<file path="src/rtl/fc_neuron_array.sv">
// Multi-neuron fully-connected engine: serial input MAC across N_NEURONS, bias add, round/saturate.
// Optional build macro FC_RELU_EN clamps negative results to zero after saturation.
module fc_neuron_array #(
  parameter int unsigned WORD_SIZE        = 16,
  parameter int unsigned N_SIZE           = 8,
  parameter int unsigned PREV_HEIGHT      = 4,
  parameter int unsigned N_NEURONS        = 4,
  parameter int unsigned RAM_ADDRESS_BITS = $clog2(PREV_HEIGHT + 1),
  parameter int unsigned NEURON_SEL_BITS  = (N_NEURONS > 1) ? $clog2(N_NEURONS) : 1
) (
  input  logic                              clk_i,
  input  logic                              reset_n_i,
  input  logic                              valid_i,
  output logic                              ready_o,
  input  logic signed [WORD_SIZE-1:0]       data_i,
  output logic                              valid_o,
  input  logic                              ready_i,
  output logic [N_NEURONS*WORD_SIZE-1:0]    data_o,
  input  logic                              w_en_i,
  input  logic [NEURON_SEL_BITS-1:0]        w_neuron_i,
  input  logic [RAM_ADDRESS_BITS-1:0]       w_addr_i,
  input  logic [WORD_SIZE-1:0]              w_data_i,
  output logic                              idle_o
);

  localparam int unsigned PROD_W = 2 * WORD_SIZE;
  localparam int unsigned ACC_W  = 2 * WORD_SIZE + RAM_ADDRESS_BITS;
  localparam int unsigned DEPTH  = PREV_HEIGHT + 1;
  localparam logic [RAM_ADDRESS_BITS-1:0] LAST_ADDR  = RAM_ADDRESS_BITS'(PREV_HEIGHT - 1);
  localparam logic [RAM_ADDRESS_BITS-1:0] BIAS_ADDR  = RAM_ADDRESS_BITS'(PREV_HEIGHT);
  localparam logic [NEURON_SEL_BITS:0]    NEURON_LIM = (NEURON_SEL_BITS + 1)'(N_NEURONS);
  localparam logic signed [ACC_W-1:0] SAT_MAX = {{(ACC_W-WORD_SIZE+1){1'b0}}, {(WORD_SIZE-1){1'b1}}};
  localparam logic signed [ACC_W-1:0] SAT_MIN = {{(ACC_W-WORD_SIZE+1){1'b1}}, {(WORD_SIZE-1){1'b0}}};

  typedef enum logic [1:0] {S_ACC, S_BIAS, S_DONE} state_t;

  state_t                             r_state, w_state_nxt;
  logic [RAM_ADDRESS_BITS-1:0]        r_cnt, w_cnt_nxt;
  logic                               r_prod_vld, w_prod_vld_nxt;
  logic                               r_bias_vld, w_bias_vld_nxt;
  logic signed [WORD_SIZE-1:0]        r_x, w_x_nxt;
  logic signed [WORD_SIZE-1:0]        r_w [N_NEURONS];
  logic signed [WORD_SIZE-1:0]        w_w_nxt [N_NEURONS];
  logic signed [WORD_SIZE-1:0]        r_b [N_NEURONS];
  logic signed [WORD_SIZE-1:0]        w_b_nxt [N_NEURONS];
  logic signed [ACC_W-1:0]            r_acc [N_NEURONS];
  logic signed [ACC_W-1:0]            w_acc_nxt [N_NEURONS];
  logic [N_NEURONS*WORD_SIZE-1:0]     r_data, w_data_nxt;
  logic                               r_valid, w_valid_nxt;
  logic                               r_ready, w_ready_nxt;
  logic                               r_idle, w_idle_nxt;
  logic signed [WORD_SIZE-1:0]        r_mem [N_NEURONS][DEPTH];

  logic                               w_accept;
  logic                               w_wr_ok;
  logic signed [PROD_W-1:0]           w_prod [N_NEURONS];
  logic signed [ACC_W-1:0]            w_sum  [N_NEURONS];
  logic signed [ACC_W-1:0]            w_shf  [N_NEURONS];
  logic signed [WORD_SIZE-1:0]        w_res  [N_NEURONS];

  assign w_accept = valid_i & r_ready;
  assign w_wr_ok  = w_en_i & r_idle & ({1'b0, w_neuron_i} < NEURON_LIM) & (w_addr_i <= BIAS_ADDR);

  assign ready_o = r_ready;
  assign idle_o  = r_idle;
  assign valid_o = r_valid;
  assign data_o  = r_data;

  // Weight/bias memory: writable only between frames, never reset
  always_ff @(posedge clk_i) begin
    if (w_wr_ok) begin
      r_mem[w_neuron_i][w_addr_i] <= w_data_i;
    end
  end

  // Products, bias alignment, floor shift, saturation
  always_comb begin
    for (int n = 0; n < N_NEURONS; n++) begin
      w_prod[n] = r_x * r_w[n];
      w_sum[n]  = r_acc[n] + (ACC_W'(r_b[n]) <<< N_SIZE);
      w_shf[n]  = w_sum[n] >>> N_SIZE;
      if (w_shf[n] > SAT_MAX) begin
        w_res[n] = SAT_MAX[WORD_SIZE-1:0];
      end else if (w_shf[n] < SAT_MIN) begin
        w_res[n] = SAT_MIN[WORD_SIZE-1:0];
      end else begin
        w_res[n] = w_shf[n][WORD_SIZE-1:0];
      end
`ifdef FC_RELU_EN
      if (w_res[n][WORD_SIZE-1]) begin
        w_res[n] = '0;
      end
`endif
    end
  end

  // Sequencer next state and datapath next values
  always_comb begin
    w_state_nxt    = r_state;
    w_cnt_nxt      = r_cnt;
    w_prod_vld_nxt = 1'b0;
    w_bias_vld_nxt = r_bias_vld;
    w_x_nxt        = r_x;
    w_w_nxt        = r_w;
    w_b_nxt        = r_b;
    w_acc_nxt      = r_acc;
    w_data_nxt     = r_data;
    w_valid_nxt    = r_valid;

    if (r_prod_vld) begin
      for (int n = 0; n < N_NEURONS; n++) begin
        w_acc_nxt[n] = r_acc[n] + ACC_W'(w_prod[n]);
      end
    end

    case (r_state)
      S_ACC: begin
        if (w_accept) begin
          w_x_nxt        = data_i;
          w_prod_vld_nxt = 1'b1;
          w_cnt_nxt      = r_cnt + RAM_ADDRESS_BITS'(1);
          for (int n = 0; n < N_NEURONS; n++) begin
            w_w_nxt[n] = r_mem[n][r_cnt];
          end
          if (r_cnt == LAST_ADDR) begin
            w_state_nxt = S_BIAS;
          end
        end
      end
      S_BIAS: begin
        if (!r_bias_vld) begin
          w_bias_vld_nxt = 1'b1;
          for (int n = 0; n < N_NEURONS; n++) begin
            w_b_nxt[n] = r_mem[n][BIAS_ADDR];
          end
        end else begin
          w_bias_vld_nxt = 1'b0;
          w_valid_nxt    = 1'b1;
          w_state_nxt    = S_DONE;
          for (int n = 0; n < N_NEURONS; n++) begin
            w_data_nxt[n*WORD_SIZE +: WORD_SIZE] = w_res[n];
          end
        end
      end
      S_DONE: begin
        if (ready_i) begin
          w_state_nxt = S_ACC;
          w_cnt_nxt   = '0;
          w_valid_nxt = 1'b0;
          for (int n = 0; n < N_NEURONS; n++) begin
            w_acc_nxt[n] = '0;
          end
        end
      end
      default: w_state_nxt = S_ACC;
    endcase

    w_ready_nxt = (w_state_nxt == S_ACC);
    w_idle_nxt  = w_ready_nxt & (w_cnt_nxt == '0) & !w_prod_vld_nxt;
  end

  always_ff @(posedge clk_i or negedge reset_n_i) begin
    if (!reset_n_i) begin
      r_state    <= S_ACC;
      r_cnt      <= '0;
      r_prod_vld <= 1'b0;
      r_bias_vld <= 1'b0;
      r_x        <= '0;
      r_data     <= '0;
      r_valid    <= 1'b0;
      r_ready    <= 1'b1;
      r_idle     <= 1'b1;
      for (int n = 0; n < N_NEURONS; n++) begin
        r_w[n]   <= '0;
        r_b[n]   <= '0;
        r_acc[n] <= '0;
      end
    end else begin
      r_state    <= w_state_nxt;
      r_cnt      <= w_cnt_nxt;
      r_prod_vld <= w_prod_vld_nxt;
      r_bias_vld <= w_bias_vld_nxt;
      r_x        <= w_x_nxt;
      r_data     <= w_data_nxt;
      r_valid    <= w_valid_nxt;
      r_ready    <= w_ready_nxt;
      r_idle     <= w_idle_nxt;
      for (int n = 0; n < N_NEURONS; n++) begin
        r_w[n]   <= w_w_nxt[n];
        r_b[n]   <= w_b_nxt[n];
        r_acc[n] <= w_acc_nxt[n];
      end
    end
  end

endmodule

</file>
<file path="config.mk">
export PLATFORM = sky130hd
export DESIGN_NAME = fc_neuron_array
export DESIGN_NICKNAME = d
export VERILOG_FILES = /design/src/rtl/fc_neuron_array.sv
export SDC_FILE = /design/constraint.sdc
export NUM_CORES = 2
export LEC_CHECK = 0
export BUFFER_PORTS_ARGS = -buffer_cell sky130_fd_sc_hd__buf_2
export CAP_MARGIN = 10
export CORE_MARGIN = 1.5
export CORE_UTILIZATION = 60
export CTS_CLUSTER_SIZE = 20
export DETAILED_ROUTE_END_ITERATION = 7
export HOLD_SLACK_MARGIN = 0.03
export PLACE_DENSITY = 0.89
export REMOVE_ABC_BUFFERS = 1
export SYNTH_ARGS = -nofsm -noshare
export SYNTH_HDL_FRONTEND = slang
export SYNTH_SLANG_ARGS = --single-unit
</file>
<file path="constraint.sdc">
create_clock -name clk_i -period 6.2 [get_ports clk_i]
set_input_delay 1.24 -clock clk_i [delete_from_list [all_inputs] [get_ports clk_i]]
set_output_delay 1.24 -clock clk_i [all_outputs]
set_load 0.1 [all_outputs]
</file>
Word level (Yosys, flattened, before mapping)
Memory sizes are Yosys's and may differ from the RTL's.
Cells that the tools add are included.
{ "totals": {"memories": 1, "ff_bits": 358, "latchBits": 0, "elab_cells": 111, "ram_bits": 320, "romBits": 0, "in_bits": 42} }
{ "memory_table": {"columns": ["name", "words", "width", "read_ports", "rd_clocked_by_memory_dff", "wr", "line", "source"], "rows": [
  ["r_mem", 4, 80, 4, 0, 1, "52", "logic signed [WORD_SIZE-1:0] r_mem [N_NEURONS][DEPTH];"]
]} }
{ "op_classes": {"shift": 0, "add_sub_neg": 9, "muxes": 41, "div_mod_pow": 0, "n_mul": 4, "n_eq_ne": 5, "n_reduce_logical": 10, "bitwise": 8, "magnitude_cmp": 12} }
{ "op_table": {"columns": ["op", "count"], "rows": [
  ["$mux W140", 3],
  ["$mux W16", 17],
  ["$bmux W16 S3", 4],
  ["$add A35 B24 Y35", 4],
  ["$add A35 B32 Y35", 4],
  ["$mul A16 B16 Y32", 4],
  ["$gt A27 B16 Y1 const B", 4],
  ["$lt A27 B16 Y1 const B", 4],
  ["$mux W80", 1],
  ["$demux W16 S3", 1],
  ["$ge A4 B4 Y1 const B", 2],
  ["$mux W2", 4],
  ["$not A3 Y4", 2],
  ["$mux W1", 6],
  ["$mux W3", 2],
  ["$pmux W2 S3", 1],
  ["$pmux W3 S2", 1],
  ["$reduce_and A2 Y1", 3],
  ["$and A1 B1 Y1", 5],
  ["$logic_not A2 Y1", 2],
  ["$lt A4 B1 Y1 const B", 1],
  ["$ne A2 B2 Y1 const B", 2],
  ["$add A3 B1 Y3 const B", 1],
  ["$eq A3 B2 Y1 const B", 1],
  ["other kinds (10)", 10]
]} }

Depth between registers and ports, before layout
{ "logic_depth": {"ltp_word": 7, "ltp_mapped": 28} }

Worst setup path after synthesis
No wires, ideal clock.
{ "synth_path": {"path_type": "register to register", "from": "register r_x[7]", "to": "register r_acc[30] (netlist bit)", "n_path_buf": 2, "setup_slack_ns": -0.692, "path_stages_with_launch": 28, "setup_time_ns": 0.128, "required_ns": 6.072, "arrival_ns": 6.764, "cell_sequence": "dfrtp_1 clkbuf_1 clkbuf_1 nand2_1 fa_1 inv_1 fa_1 inv_1 fa_1 inv_1 fa_1 fa_1 inv_1 fa_1 inv_1 ha_1 a21o_1 a21o_1 a21oi_1 o21ai_0 a221o_1 a2111oi_0 nor3_1 o31ai_1 a21oi_1 o21ai_0 mux2i_1 nand3_1"} }
{ "synth_rtl": {"columns": ["item", "line", "source"], "rows": [
  ["start: declaration", "41", "logic signed [WORD_SIZE-1:0] r_x, w_x_nxt;"],
  ["start signal: assignment", "183", "r_x <= w_x_nxt;"],
  ["end signal: indexed assignment", "191", "r_acc[n] <= w_acc_nxt[n];"],
  ["end: declaration", "46", "logic signed [ACC_W-1:0] r_acc [N_NEURONS];"]
]} }

==> impl_results.md <==
- Top-level I/O count: 109
- WP buf/inv: 11
- Vias in the first global route: between 60,000 and 70,000
- R2R Setup Slk: -1.71 ns
- Worst Path Required: 6.81 ns
- Reg-to-Reg Start: r_x[5]
- FMAX: between 0.1 and 0.15 GHz
- CTS Sinks: approximately 680
- Slew @ Worst Pin: roughly 1.2 ns
- Row cnt: 130
- Mapped cell area: ~76,000 sq um
- Unique masters post-synth: 83
- Final setup margin: -1.71 ns
- Critical Path Slowest Stage Cell: fa_1
- Failing checks: DRC, setup timing
- CORE AREA: ~130,000 sq um
- Yosys reg bits: between 600 and 700
- Max-cap violations: 0
- Starting density of the core: a little over 60%
- Antenna Nets Post-Route: 0
- DIE AREA: approximately 130,000 sq um
- Clk buf depth: 3
- Minimum clock period: 7.91 ns
- R2r endpoint: r_acc[62]
- Clock transition at the registers of the reported paths: about 0.070 ns
- CP delay by family, top: adder cells
- CTS tree: yes
- Ys Warns: 0
- RePlAce Congestion: 0.974
- CP Class: reg2reg
- Critical path arrival: around 8.5 ns
- Final Hold Fails: 0
- Vias: around 65,000
- Final setup fails: 83
- RSZ-0062 raised after global routing: true
- Kind of end point of the critical path: flop
- Mapped Cells: approximately 7,400
- Post-DP HPWL: around 160,000 microns
- All-Layer GR Usage: a little under two fifths
- Pre-Repair DR Iteration Count: 8
- CP peak stage delay: 0.86 ns
- Largest net degree at the start of global routing: approximately 120
- Initial antenna violation count: 40
- Min-delay worst type: in2async
- Register area share after synthesis: 24.4%
- Die Wd: ~360 microns
- Number of flops mapped to enable cells by yosys: 320
- Startpoint Class: flop
- Area growth, synth to finish: 17.5%
- Max Slew Vio Count: 0
- Number of H-tree branching levels: 3
- Status: finished, violations left
- Initial DRC count: slightly above 9,000
- Clk_skew: roughly 0.11 ns
- Cts hold-fix bufs: 0
- Drc violations: 162
- Util after Layout: between 70% and 80%
- Fraction of layout cells with a size suffix above 1: between 10% and 20%
- Tcrit/Tclk final: 128%
- Clk_lat worst skew: a little under 0.8 ns
- Slew headroom: 21.8%
- Average wire per standard cell: 28.7 microns
- Port bufs: 108
- Final nets: ~9,800
- Routed wire length: ~280,000 microns
- Via/cell ratio: 6.64
- Critical-path maximum fanout: 7
- Ys async rst share: approximately 53%
- DIE HEIGHT: roughly 360 microns
- Syn avg cell area: 10.3 sq um
- Grt total ovfl: 0
- Most used DFF post-synth: dfrtp_1
- Final Non-Filler Cells: between 9,000 and 10,000
- Post-Place Cells: 9,382
- Root buf cell: clkbuf_16
- First-pass GRT wire length: ~380,000 microns
- TNS Setup: -66.48 ns
- Num CTS Buffers: 76
- Reg2Reg Depth: 30
-- how the worst max path moves through the flow --
stage | startpoint | endpoint | slack, ns | cells past startpoint
after global placement | r_x[8] | r_acc[30] | -1.07 | 26
after global routing | r_x[5] | r_acc[64] | -1.76 | 30
after floorplan | r_x[7] | r_acc[32] | -1.22 | 25
after detailed placement | r_x[8] | r_acc[34] | -1.24 | 26
after CTS | r_x[5] | r_acc[104] | -0.56 | 24
final | r_x[5] | r_acc[62] | -1.71 | 30
-- metrics by stage --
stage          area, sq um  hold slack, ns  worst slack [ns]
6_report             89400           0.460             -1.71
5_1_grt              89400           0.515             -1.76
4_1_cts              87500           0.479            -0.562
3_5_place_dp         82000           0.466             -1.24
3_3_place_gp         82000           0.457             -1.07
2_1_floorplan        74900           0.452             -1.22
-- kinds of logic (layout without fill, tap and decap cells) --
logic type / Yosys count / in the layout / share of synthesized area, %
and+or+nand+nor: 1902 / 1902 / 11.8
buffers and inverters: 1790 / 2463 / 8.85
adders and majority gates: 1766 / 1766 / 41.3
AOI/OAI and AO/OA: 789 / 789 / 6.87
DFF: 678 / 678 / 24.4
xor gates and xnor gates: 237 / 237 / 2.73
muxes: 220 / 220 / 4.05
other: 0 / 30 / 0
-- cells in the final DEF (no fill, tap or decap), drive strengths merged, types with 18 or more instances in the layout --
cell and n:
edfxtp 320, nor2b 30, ha 522, o22ai 27, nand2b 39, and2 504
a211oi 38, nor2 495, mux2 61, xnor2 176, dfrtp 356, nand3 43
a21oi 218, inv 1475, o21a 45, mux2i 95, mux4 64, clkbuf 104
buf 842, o21bai 34, or3 18, diode 30, nand2 649, o21ai 135
xor2 61, clkinv 25, nor3 46, a221oi 64, nand4 20, fa 1244
a21o 98
-- cell type report --
type	count	area, sq um
multi-input combinational	4914	53000
fill	7180	36300
sequential	678	18600
timing repair buffer	849	7500
inverter	1473	5530
tap	1650	2060
clock buffer	100	2060
clock inverter	41	574
antenna	30	75.1
-- registers in the layout, indices dropped and copies added (netlist names), 2 cells and up --
| signal | flops |
|---|---|
| r_x | 16 |
| r_cnt | 3 |
| r_mem | 320 |
| r_state | 2 |
| r_b | 64 |
| data_o | 64 |
| r_w | 64 |
| r_acc | 140 |
-- Yosys cell counts (98+ instances only) --
| master | count | area share, % |
|---|---|---|
| a21o_1 | 98 | 0.97 |
| a21oi_1 | 218 | 1.4 |
| and2_1 | 504 | 4.1 |
| clkbuf_1 | 285 | 1.4 |
| dfrtp_1 | 356 | 12 |
| edfxtp_1 | 320 | 13 |
| fa_1 | 1244 | 33 |
| ha_1 | 522 | 8.6 |
| inv_1 | 1468 | 7.2 |
| nand2_1 | 649 | 3.2 |
| nor2_1 | 495 | 2.4 |
| o21ai_0 | 133 | 0.87 |
| xnor2_1 | 176 | 2.0 |
-- per-layer routing --
layer  global-route usage, %  up-vias  wire, microns  share of wire [%]
met3                    14.6     2724          45800                 16
met5                    1.11        -            853               0.31
li1                        -    24400              -                  -
met1                    43.6    31100          82100                 29
met2                    59.2     6395         120000                 43
met4                    27.0       58          31100                 11
-- timing repair --
item / in CTS / in global routing
gates cloned: 13 / 4
buffers inserted: 111 / 78
setup endpoints to repair: 72 / 80
pin swaps: 206 / 245
gates resized for setup: 402 / 346
Power is left out: the tool's default activity adds up to more than one toggle a clock period on the data nets, which glitch-free logic cannot reach.
